[config.mk]
export PLATFORM = sky130hd
export DESIGN_NAME = sd_cmd_responder
export DESIGN_NICKNAME = d
export VERILOG_FILES = /design/src/rtl/sd_cmd_pkg.sv /design/src/rtl/sd_crc7.sv /design/src/rtl/sd_cmd_responder.sv
export SDC_FILE = /design/constraint.sdc
export NUM_CORES = 1
export LEC_CHECK = 0
export ABC_AREA = 1
export ABC_CLOCK_PERIOD_IN_PS = 5400
export CAP_MARGIN = 20
export CORE_MARGIN = 1
export CORE_UTILIZATION = 59
export DETAILED_ROUTE_END_ITERATION = 6
export PLACE_DENSITY = 0.86
export SETUP_SLACK_MARGIN = 0.05
export SKIP_CTS_REPAIR_TIMING = 1
export SYNTH_ARGS = -nofsm -noshare
export SYNTH_HDL_FRONTEND = slang
export SYNTH_HIERARCHICAL = 1
export SYNTH_SLANG_ARGS = --single-unit
[constraint.sdc]
create_clock -name clk -period 5.4 [get_ports clk]
set_input_delay 0.81 -clock clk [delete_from_list [all_inputs] [get_ports clk]]
set_output_delay 0.81 -clock clk [all_outputs]
set_load 0.1 [all_outputs]
[src/rtl/sd_cmd_pkg.sv]
// rtl/sd_cmd_pkg.sv - shared types and constants for the SD CMD line engines
package sd_cmd_pkg;

    typedef enum logic [2:0] {
        IDLE,
        RX,
        CHECK,
        WAIT,
        DLY,
        TX
    } state_t;

    localparam logic [6:0] CRC7_POLY     = 7'h09;
    localparam logic [1:0] RSP_SHORT     = 2'd0;
    localparam logic [1:0] RSP_NOCRC     = 2'd1;
    localparam logic [1:0] RSP_LONG      = 2'd2;
    localparam int         CMD_FRAME_LEN = 48;
    localparam int         RSP_LONG_LEN  = 136;

    // One MSB-first step of x^7 + x^3 + 1
    function automatic logic [6:0] crc7_step(input logic [6:0] crc, input logic din);
        logic fb;
        fb = din ^ crc[6];
        return {crc[5:0], 1'b0} ^ (fb ? CRC7_POLY : 7'h00);
    endfunction

endpackage

[src/rtl/sd_crc7.sv]
// rtl/sd_crc7.sv - serial CRC7 accumulator, clear has priority over enable
module sd_crc7
    import sd_cmd_pkg::*;
(
    input  logic       clk,
    input  logic       reset_n,
    input  logic       clr,
    input  logic       en,
    input  logic       din,
    output logic [6:0] crc
);

    logic [6:0] r_crc;

    always_ff @(posedge clk or negedge reset_n) begin
        if (!reset_n) begin
            r_crc <= 7'h00;
        end else if (clr) begin
            r_crc <= 7'h00;
        end else if (en) begin
            r_crc <= crc7_step(r_crc, din);
        end
    end

    assign crc = r_crc;

endmodule

[src/rtl/sd_cmd_responder.sv]
// rtl/sd_cmd_responder.sv - card-side CMD line engine: command receive, check, response transmit
module sd_cmd_responder
    import sd_cmd_pkg::*;
#(
    parameter int NCR       = 2,
    parameter int NRC_GUARD = 8
) (
    input  logic         clk,
    input  logic         reset_n,
    input  logic         cmd_in,
    output logic         cmd_out,
    output logic         cmd_oe,
    output logic         cmd_valid,
    output logic [5:0]   cmd_index,
    output logic [31:0]  cmd_arg,
    output logic         cmd_err,
    input  logic         rsp_valid,
    input  logic         rsp_skip,
    input  logic [1:0]   rsp_type,
    input  logic [127:0] rsp_data,
    output logic         busy
);

    localparam logic [6:0] NCR_LD   = 7'(NCR);
    localparam logic [7:0] GUARD_LD = 8'(NRC_GUARD);

    state_t         r_state;
    state_t         w_next;
    logic [46:0]    r_rx;
    logic [7:0]     r_bit_cnt;
    logic [6:0]     r_dly;
    logic [7:0]     r_guard;
    logic [135:0]   r_tx;
    logic           r_long;
    logic           r_nocrc;
    logic [5:0]     r_cmd_index;
    logic [31:0]    r_cmd_arg;

    logic [6:0]     w_rx_crc;
    logic [6:0]     w_tx_crc;
    logic           w_frame_ok;
    logic           w_tx_bit;
    logic           w_tx_crc_en;
    logic [2:0]     w_crc_idx;
    logic           w_accept;

    sd_crc7 u_rx_crc (
        .clk     (clk),
        .reset_n (reset_n),
        .clr     (r_state == IDLE),
        .en      ((r_state == RX) && (r_bit_cnt >= 8'd8)),
        .din     (cmd_in),
        .crc     (w_rx_crc)
    );

    // Long frames exclude the leading start/tx/6'h3F byte from the CRC
    assign w_tx_crc_en = (r_state == TX) && (r_bit_cnt >= 8'd8) &&
                         !(r_long && (r_bit_cnt >= 8'd128));

    sd_crc7 u_tx_crc (
        .clk     (clk),
        .reset_n (reset_n),
        .clr     (r_state == DLY),
        .en      (w_tx_crc_en),
        .din     (w_tx_bit),
        .crc     (w_tx_crc)
    );

    assign w_frame_ok = r_rx[46] && r_rx[0] && (w_rx_crc == r_rx[7:1]);
    assign w_accept   = !rsp_skip && rsp_valid;
    assign w_crc_idx  = r_bit_cnt[2:0] - 3'd1;

    always_comb begin
        w_tx_bit = 1'b1;
        if (r_bit_cnt >= 8'd8) begin
            w_tx_bit = r_tx[135];
        end else if (r_bit_cnt != 8'd0) begin
            w_tx_bit = r_nocrc ? 1'b1 : w_tx_crc[w_crc_idx];
        end
    end

    always_comb begin
        w_next = r_state;
        case (r_state)
            IDLE:    if (!cmd_in && (r_guard == 8'd0)) w_next = RX;
            RX:      if (r_bit_cnt == 8'd0) w_next = CHECK;
            CHECK:   w_next = w_frame_ok ? WAIT : IDLE;
            WAIT: begin
                if (rsp_skip)       w_next = IDLE;
                else if (rsp_valid) w_next = DLY;
            end
            // CHECK already consumed one of the NCR clocks
            DLY:     if (r_dly <= 7'd2) w_next = TX;
            TX:      if (r_bit_cnt == 8'd0) w_next = IDLE;
            default: w_next = IDLE;
        endcase
    end

    always_ff @(posedge clk or negedge reset_n) begin
        if (!reset_n) begin
            r_state     <= IDLE;
            r_rx        <= '0;
            r_bit_cnt   <= 8'd0;
            r_dly       <= 7'd0;
            r_guard     <= 8'd0;
            r_tx        <= '0;
            r_long      <= 1'b0;
            r_nocrc     <= 1'b0;
            r_cmd_index <= 6'd0;
            r_cmd_arg   <= 32'd0;
        end else begin
            r_state <= w_next;
            if ((r_state == IDLE) && (r_guard != 8'd0)) begin
                r_guard <= r_guard - 8'd1;
            end
            case (r_state)
                IDLE: begin
                    if (w_next == RX) begin
                        r_rx      <= '0;
                        r_bit_cnt <= 8'd46;
                    end
                end
                RX: begin
                    r_rx      <= {r_rx[45:0], cmd_in};
                    r_bit_cnt <= (r_bit_cnt != 8'd0) ? r_bit_cnt - 8'd1 : 8'd0;
                end
                CHECK: begin
                    if (w_frame_ok) begin
                        r_cmd_index <= r_rx[45:40];
                        r_cmd_arg   <= r_rx[39:8];
                    end
                end
                WAIT: begin
                    if (w_accept) begin
                        r_dly   <= NCR_LD;
                        r_long  <= (rsp_type == RSP_LONG);
                        r_nocrc <= (rsp_type == RSP_NOCRC);
                        r_tx    <= (rsp_type == RSP_LONG) ?
                                   {2'b00, 6'h3F, rsp_data[127:8], 8'h00} :
                                   {2'b00, rsp_data[37:0], 96'h0};
                    end
                end
                DLY: begin
                    r_dly <= (r_dly != 7'd0) ? r_dly - 7'd1 : 7'd0;
                    if (w_next == TX) begin
                        r_bit_cnt <= r_long ? 8'(RSP_LONG_LEN - 1) : 8'(CMD_FRAME_LEN - 1);
                    end
                end
                TX: begin
                    r_tx      <= {r_tx[134:0], 1'b0};
                    r_bit_cnt <= (r_bit_cnt != 8'd0) ? r_bit_cnt - 8'd1 : 8'd0;
                    if (r_bit_cnt == 8'd0) begin
                        r_guard <= GUARD_LD;
                    end
                end
                default: ;
            endcase
        end
    end

    assign cmd_oe    = (r_state == TX);
    assign cmd_out   = (r_state == TX) ? w_tx_bit : 1'b1;
    assign cmd_valid = (r_state == WAIT);
    assign cmd_err   = (r_state == CHECK) && !w_frame_ok;
    assign cmd_index = r_cmd_index;
    assign cmd_arg   = r_cmd_arg;
    assign busy      = (r_state != IDLE);

endmodule

==> run metrics, run 1 <==
Crit. End Element primary output; Syn-to-layout area delta 23.6%; vias in the first global route 9947; total power draw around 6.7 mW; post-DP HPWL 17.6 mm; Clock Sinks around 260; DRT iter0 DRCs 914; sequential area share after synthesis between 50% and 60%; width of the die roughly 140 um; nets@finish 1702; Worst VDD drop 0.256 mV; WL final 28.2 mm; Synth area leader dfrtp_1; routed len/inst 15.3 um; gp weighted congestion slightly below 0.9; number of H-tree levels 1; vias post-DR 10300; GRT Resource Usage Total 28.6%; CP Max Fanout 7; Fillers 1439; Psw 2.35 mW; total core area 19500 um^2; CTS max path bufs 3; total grt overflow 0; WP data required ~4.6 ns; dominant cells by area after synthesis dfrtp_1 54%, nand2_1 17%, nand3_1 7.6%, o211ai_1 3.7%, inv_1 3.4%; Synth top area share 54.1%; Internal Power about 4.4 mW; max_slew headroom 30.6%; CP startpoint kind flop; final hold viol count 0; # IOs 178; antenna-violating nets left 0; Syn Inst Count between 1000 and 1500; TritonCTS clock tree done; # setup viols final 0; LEAKAGE between 7 and 8 nW; critical path type reg -> out; clock skew 0.0136 ns; combinational share of power 27.8%; switching share of power 34.9%; setup TNS 0 ns; sequential share of power 45.1%; CTS Root Cell clkbuf_16; Worst EP arrival roughly 3.3 ns; Yosys Warn Count 6; fin. max-slew vios 0; vias per cell approximately 5.6; drt pass-1 iters 5; Worst-Margin Slew about 1.0 ns; post-route clock period utilization 75.4%; number of diodes 0; IO buf count 177; Clock Power Share 27.0%; initial antenna violation count 0; number of synthesized register bits 255; fmax 246 MHz; layout cell share with drive strength beyond 1 between 5 and 6%; CTS buffer count 26; Yosys cell types 30; status finished, final reports clean; clk_lat worst skew 0.54 ns; Tmin final 4.07 ns; DRC 0; die area 20600 um^2; Initial Util between 60% and 70%; die height 143 um; largest net degree at the start of global routing 140; syn nets 1564; Clk pin slew, worst setup/hold paths 0.06 ns; syn_area_per_cell 8.28 um^2; Max-cap violations 0; RSZ-0062 raised after global routing false; first-pass GRT wire length 47.1 mm; Cell Pwr Density 463 nW/um^2; worst min-delay path category in -> async; row count 51; Synth Cell Area 11800 um^2
[metrics by stage]
stage	instance area, um^2	setup WS [ns]	hold slack [ns]	utilization, %	cells
after floorplan	11800	1.88	0.442	-	1423
after global placement	13700	1.95	0.454	69.9	1796
after detailed placement	13700	1.83	0.458	69.9	1796
after CTS	14500	1.31	0.459	74.4	1843
after global routing	14600	1.12	0.483	74.6	1845
final	14600	1.33	0.371	74.6	1845
[per-layer routing]
layer	part of all wire, %	track usage, %	vias up
li1	-	-	4945
met1	41	37.8	4928
met2	49	48.0	383
met3	6.9	5.03	53
met4	2.5	8.90	0
met5	0	0	-
[layout make-up]
| cell class | instances | area [um^2] | share of cell area [%] |
|---|---|---|---|
| tap | 265 | 332 | 2.28 |
| inverter | 122 | 458 | 3.14 |
| timing repair buffer | 190 | 1910 | 13.1 |
| sequential | 255 | 6380 | 43.8 |
| clock inverter | 12 | 130 | 0.893 |
| multi-input combinational | 966 | 4610 | 31.7 |
| clock buffer | 35 | 744 | 5.11 |
[worst paths after layout]
check,to,startpoint,depth (start not counted),slack (ns)
min in group clk,cmd_arg[16],cmd_arg[16],2,0.47
min,u_tx_crc/crc[3],reset_n,1,0.37
max reg2reg,r_tx[20],r_state[1],11,1.99
min reg2reg,cmd_arg[16],cmd_arg[16],2,0.47
max in group asynchronous,r_tx[50],reset_n,2,3.89
max,cmd_out,r_bit_cnt[0],10,1.33
[synth_stat cells, drive strengths merged]
cell type / count
a211oi: 2
a21oi: 25
a31o: 1
a31oi: 5
buf: 34
clkbuf: 46
dfrtp: 255
ha: 6
inv: 122
nand2: 529
nand3: 180
nand4: 11
nor2: 46
nor3: 3
o2111ai: 24
o211ai: 58
o21ai: 37
o21bai: 1
o221ai: 10
o22ai: 15
xnor2: 4
xor2: 9
[sequential cells by signal, indices dropped and copies added, names as in the netlist, 3 cells and up]
signal and cells:
r_tx 128, u_rx_crc/crc 7, cmd_arg 32, u_tx_crc/crc 7, r_dly 7, cmd_index 6, r_guard 8, r_bit_cnt 8
r_rx 47, r_state 3
[power by group through the flow]
stage               sequential (mW)  clock (mW)  combinational (mW)
detailed placement             3.04           0                1.85
global route                   3.12        1.92                2.14
CTS                            3.03        1.85                1.86
global placement               3.03           0                1.73
finish                         3.04        1.82                1.88
floorplan                      2.93           0                1.42
[cells by family after synthesis]
family	Yosys count	synth area share, %
flip-flops	255	54.1
AND/OR/NAND/NOR	769	27.2
buffers and inverters	202	6.91
adder cells (fa/ha/maj)	6	0.637
AO/OA/AOI/OAI	178	10.2
XOR/XNOR	13	0.966
[critical path: stages (launching register included)]
cell,delay [ns]
dfrtp_1,0.43
inv_1,0.15
ha_1,0.36
inv_1,0.08
o21ai_0,0.09
o22ai_1,0.13
inv_1,0.06
o21ai_0,0.14
nand2_1,0.10
nand2_1,0.08
clkdlybuf4s50_1,1.13
[cell usage in the layout (no fill, tap or decap), types with 11 or more instances in the layout]
cell,count
inv_1,107
o21ai_1,12
a21oi_1,25
clkbuf_16,26
clkdlybuf4s50_1,176
dfrtp_1,255
o22ai_1,15
nor2_1,40
nand2_1,525
nand3_1,178
o21ai_0,24
inv_2,15
nand4_1,11
o2111ai_1,24
o211ai_1,58
Power figures use the tool's default switching activity.
==> inputs of run 2 (changes only) <==
ABC_CLOCK_PERIOD_IN_PS = 3300   (was 5400)
CORE_UTILIZATION = 49   (was 59)
PLACE_DENSITY = 0.76   (was 0.86)
clock period = 3.3 ns   (was 5.4 ns; I/O delays follow)
==> run 2 against run 1 <==
Against the previous run:
- clock skew rose by 0.0012 ns
- non-clock buffer count grew 8
- sequential share of layout area shrank 0.38 points
- clock power rose by 62%
- cell count rose by 3.5%
- setup slack got worse by 0.92 ns
- die area increased by 20%
- routed wire length is 2.3% lower
- sequential power up 63%
- worst hold slack worse by 0.35 ns
- register-to-register slack worse by 1.0 ns
- first-iteration DRC count fell by 22%
==> run metrics, run 2 (synthesis gave the netlist of run 1 again) <==
Clock Sinks 255 (unchanged); TritonCTS clock tree done; first-pass GRT wire length 47.2 mm (+0.15%); post-DP HPWL 18.0 mm (+2.5%); fin. max-slew vios 0 (unchanged); max FFs per register 128 (unchanged); GRT Resource Usage Total 23.3% (-5.2 points); Syn-to-layout area delta 24.7%; WL met3 1.79 mm (-8.5%); number of H-tree levels 1 (unchanged); initial antenna violation count 5 (+5); status finished, final reports clean; RSZ-0062 raised after global routing false; WP data required 2.80 ns (-1.79 ns); Max-cap violations 0 (unchanged); Crit. End Element primary output; clock skew 0.0148 ns (+0.00120 ns); largest net degree at the start of global routing 106 (-24%); Psw 3.75 mW (+59%); vias in the first global route 9763 (-1.8%); most common cell after layout, fill and taps aside nand2_1; Top reg by flops r_tx; uppermost layer routed met5; LEAKAGE 7.06 nW (+0.69%); width of the die 157 um (+9.6%); critical-path cell list inv_1, ha_1, inv_1, o21ai_0, o22ai_1, inv_1, o21ai_0, nand2_1, nand2_1, buf_4; switching share of power 34.4% (-0.49 points); reg2reg setup slack 0.95 ns (-1.04 ns); gp weighted congestion 0.856 (-3.0%); routed len/inst 14.4 um (-5.6%); worst min-delay path category in -> async; Worst EP arrival 2.39 ns (-0.87 ns); CP Max Fanout 7 (unchanged); CTS buffer count 28 (+7.7%); # IOs 178 (unchanged); DRC 0 (unchanged); WL final 27.5 mm (-2.3%); # setup viols final 0 (unchanged); Initial Util 50.1% (-10 points); drt pass-1 iters 5 (unchanged); commonest cells after routing, fill and taps aside 525 x nand2_1, 255 x dfrtp_1, 178 x nand3_1; M1 WL 12.2 mm (+4.7%); Post-DP Area 13800 um^2 (+1.2%); CP startpoint kind flop; sequential share of power 45.4% (+0.3 points); final hold viol count 0 (unchanged); layout cell share with drive strength beyond 1 6.36% (+0.72 points); Worst-Margin Slew 0.974 ns (-0.0663 ns); Internal Power 7.16 mW (+63%); vias post-DR 10200 (-1.4%); Clock Power Share 27.1% (about the same); setup TNS 0 ns (unchanged); critical path type reg -> out; Worst VDD drop 0.431 mV (+69%); vias per cell 5.33 (-4.7%); combinational share of power 27.6% (-0.2 points); CP max-delay cell dfrtp_1; total power draw 10.9 mW (+62%); total core area 23500 um^2 (+21%); fin area 14700 um^2 (+0.88%); total grt overflow 0 (unchanged); CTS Root Cell clkbuf_16; Clk pin slew, worst setup/hold paths 0.06 ns (about the same); row count 56 (+9.8%); Max stage delay on crit path 0.44 ns (-0.69 ns); die height 157 um (+9.6%); WL met2 12.9 mm (-6.7%); post-route clock period utilization between 80 and 90%; DRT iter0 DRCs 712 (-22%); final core utilization 62.4% (-12 points); IO buf count 177 (unchanged); Tmin final 2.89 ns; fmax between 300 and 400 MHz; antenna-violating nets left 0 (unchanged); Worst path most repeated cell inv_1; die area 24700 um^2 (+20%); Cell Pwr Density 742 nW/um^2 (+60%); CTS max path bufs 3 (unchanged); clk_lat worst skew 0.54 ns (about the same); nets@finish 1712 (+0.59%); max_slew headroom 34.8% (+4.2 points)
[run 2: stage by stage]
step	hold slack, ns	instances	worst slack (ns)
detailed placement	0.458	1860	0.952
floorplan	0.199	1423	0.0929
global placement	0.453	1860	1.04
global route	0.0823	1908	0.231
CTS	0.0370	1908	0.397
finish	0.0244	1909	0.412
[run 2: final timing paths]
check / endpoint / start / cells past startpoint
max in group asynchronous: cmd_arg[23] / reset_n / 2
worst min-delay path: r_guard[5] / reset_n / 1
worst max-delay path: cmd_out / r_bit_cnt[0] / 10
worst min register to register: cmd_arg[10] / cmd_arg[10] / 2
worst max register to register: r_rx[6] / r_bit_cnt[0] / 11
min in group clk: cmd_arg[10] / cmd_arg[10] / 2
[run 2: cell type report]
class                      instances  area (um^2)
antenna                            1         2.50
inverter                         122          458
tap                              319          399
fill                            2058         8850
clock buffer                      40          827
clock inverter                     8         45.0
sequential                       255         6380
multi-input combinational        966         4610
timing repair buffer             198         1970
[run 2: critical path: cells and delay by family, from the launching register on]
family | cells | cell delay (ns)
AO/OA/AOI/OAI | 3 | 0.33
adder cells (fa/ha/maj) | 1 | 0.36
buffers and inverters | 4 | 0.57
flip-flops | 1 | 0.44
AND/OR/NAND/NOR | 2 | 0.16
[run 2: routing by layer]
layer / up-vias / GRT usage (%)
met5: - / 0
met1: 4865 / 31.6
met2: 285 / 38.1
li1: 4961 / -
met3: 47 / 5.01
met4: 8 / 6.10
[run 2: power by group through the flow]
stage | combinational (mW) | sequential, mW | clock, mW
finish | 3.01 | 4.95 | 2.95
global placement | 2.91 | 4.94 | 0
floorplan | 2.33 | 4.79 | 0
detailed placement | 3.03 | 4.97 | 0
CTS | 3.04 | 4.94 | 3.02
global route | 3.47 | 5.09 | 3.15
==> inputs of run 3 (changes only) <==
PLACE_DENSITY = not set   (was 0.76)
PLACE_DENSITY_LB_ADDON = 0.2   (was not set)
==> run 3 against run 2 <==
Against the previous run:
- die area is the same
- sequential cell count is the same
- sequential power is essentially flat
- sequential share of layout area grew 0.19 points
- core utilization shrank 0.28 points
- cell area shrank 0.44%
- clock skew is essentially flat
- global-route usage shrank 0.59 points
- routed wire length shrank 1.1%
- combinational power is essentially flat
- critical endpoint unchanged
- largest power group unchanged
- highest routed layer unchanged
==> run metrics, run 3 (synthesis gave the netlist of run 1 again) <==
status finished, final reports clean; antenna-violating nets left 0 (unchanged); Cell Pwr Density 741 nW/um^2 (-0.13%); WL final 27.2 mm (-1.1%); die area 24700 um^2 (unchanged); Max-cap violations 0 (unchanged); Clock Sinks 255 (unchanged); fin. max-slew vios 0 (unchanged); Initial Util 50.1% (unchanged); Worst path most repeated cell inv_1; die height 157 um (unchanged); Clk pin slew, worst setup/hold paths 0.06 ns (about the same); first-pass GRT wire length 45.9 mm (-2.9%); worst min-delay path category in -> async; Top reg by flops r_tx; CTS Root Cell clkbuf_16; TritonCTS clock tree done; global routing's busiest layer met2; GRT Resource Usage Total 22.7% (-0.59 points); Post-DP Area 13800 um^2 (-0.29%); CP max-delay cell dfrtp_1; CP startpoint kind flop; Worst-Margin Slew 1.04 ns (+0.0634 ns); vias post-DR 10100 (-0.46%); CTS buffer count 27 (-3.6%); vias per cell 5.31 (-0.25%); nets@finish 1709 (-0.18%); met1 usage 31.3% (-0.27 points); layout cell share with drive strength beyond 1 5.93% (-0.43 points); final hold viol count 0 (unchanged); WP data required 2.80 ns (about the same); most common cell after layout, fill and taps aside nand2_1; gp weighted congestion 0.851 (-0.61%); Max stage delay on crit path 0.46 ns (+0.02 ns); fin area 14600 um^2 (-0.44%); drt pass-1 iters 5 (unchanged); DRC 0 (unchanged); clock skew 0.0148 ns (+0.0000234 ns); max FFs per register 128 (unchanged); post-route clock period utilization 90.1% (+2.6 points); IO buf count 177 (unchanged); row count 56 (unchanged); LEAKAGE 7.03 nW (-0.43%); # setup viols final 0 (unchanged); vias in the first global route 9515 (-2.5%); critical-path cell list inv_1, ha_1, inv_1, o21ai_0, o22ai_1, inv_1, o21ai_0, nand2_1, nand2_1, buf_4; hold_ws 0.444 ns (+0.420 ns); Syn-to-layout area delta 24.1%; met2 Resource Use GR 37.4% (-0.70 points); width of the die 157 um (unchanged); clk_lat worst skew 0.53 ns (about the same); DRT iter0 DRCs 773 (+8.6%); number of diodes 0 (-1); max_slew headroom 30.8% (-4.0 points); total core area 23500 um^2 (unchanged); Crit. End Element primary output; largest net degree at the start of global routing 103 (-2.8%); # IOs 178 (unchanged); number of H-tree levels 1 (unchanged); critical path type reg -> out; Worst EP arrival 2.48 ns (+0.09 ns); setup TNS 0 ns (unchanged); RSZ-0062 raised after global routing false; met3 GRT Util 4.52% (-0.50 points); Fillers 2073 (+0.73%); routed len/inst 14.3 um (-0.90%); fmax 336 MHz (-2.9%); Worst VDD drop 0.376 mV (-13%); total grt overflow 0 (unchanged); Tmin final 2.97 ns (+0.0854 ns); CP Max Fanout 7 (unchanged); initial antenna violation count 2 (-3); commonest cells after routing, fill and taps aside 525 x nand2_1, 255 x dfrtp_1, 178 x nand3_1; post-DP HPWL 17.5 mm (-2.8%); CTS max path bufs 3 (unchanged)
## run 3: changes by cell type in the layout (fill, tap and decap cells not counted), moves of 2 or more
| cell | delta |
|---|---|
| clkbuf_1 | +3 |
| clkbuf_8 | +2 |
| clkinvlp_4 | -2 |
| buf_12 | -2 |
| clkinv_2 | -3 |
| clkbuf_16 | -2 |
## run 3: worst max-delay path: cells and delay by family (launching register included)
family / cells / cell delay [ns]
buf+inv: 4 / 0.58
simple gates: 2 / 0.17
compound gates: 3 / 0.36
flops: 1 / 0.46
fa+ha+maj: 1 / 0.37
## run 3: area by class of cell
class | instances | area [um^2] | share of cell area, %
Sequential cell | 255 | 6380 | 43.6
Multi-Input combinational cell | 966 | 4620 | 31.6
Timing Repair Buffer | 196 | 1930 | 13.2
Clock buffer | 43 | 816 | 5.58
Inverter | 122 | 458 | 3.13
Tap cell | 319 | 399 | 2.73
Clock inverter | 4 | 23.8 | 0.162
## run 3: stage by stage
step           setup WS, ns  total power, mW  instances  utilization [%]
6_report              0.326             10.8       1905             62.1
5_1_grt               0.198             11.6       1905             62.1
4_1_cts               0.335             10.9       1904             62.1
3_5_place_dp          0.754             8.01       1857             58.5
3_3_place_gp          0.858             7.85       1857             58.5
2_1_floorplan        0.0929             7.13       1423                -
## run 3: layer usage
metal,wire (um),vias up
met2,13000,253
met4,481,4
met5,23,-
met1,12200,4847
li1,-,4971
met3,1500,44
## run 3: final timing paths
check	slack [ns]	cells after the start	end	start
setup / recovery	0.33	10	cmd_out	r_bit_cnt[0]
hold / removal	0.44	2	r_bit_cnt[7]	reset_n
setup reg to reg	0.69	11	r_rx[46]	r_bit_cnt[0]
hold reg to reg	0.47	2	cmd_index[2]	cmd_index[2]
max in group asynchronous	2.01	3	r_tx[115]	reset_n
min in group clk	0.47	2	cmd_index[2]	cmd_index[2]
## run 3: power by group
part	switching, mW	total (mW)	internal, mW
Combinational	1.85	3.02	1.17
Clock	1.20	2.87	1.68
Sequential	0.697	4.96	4.26
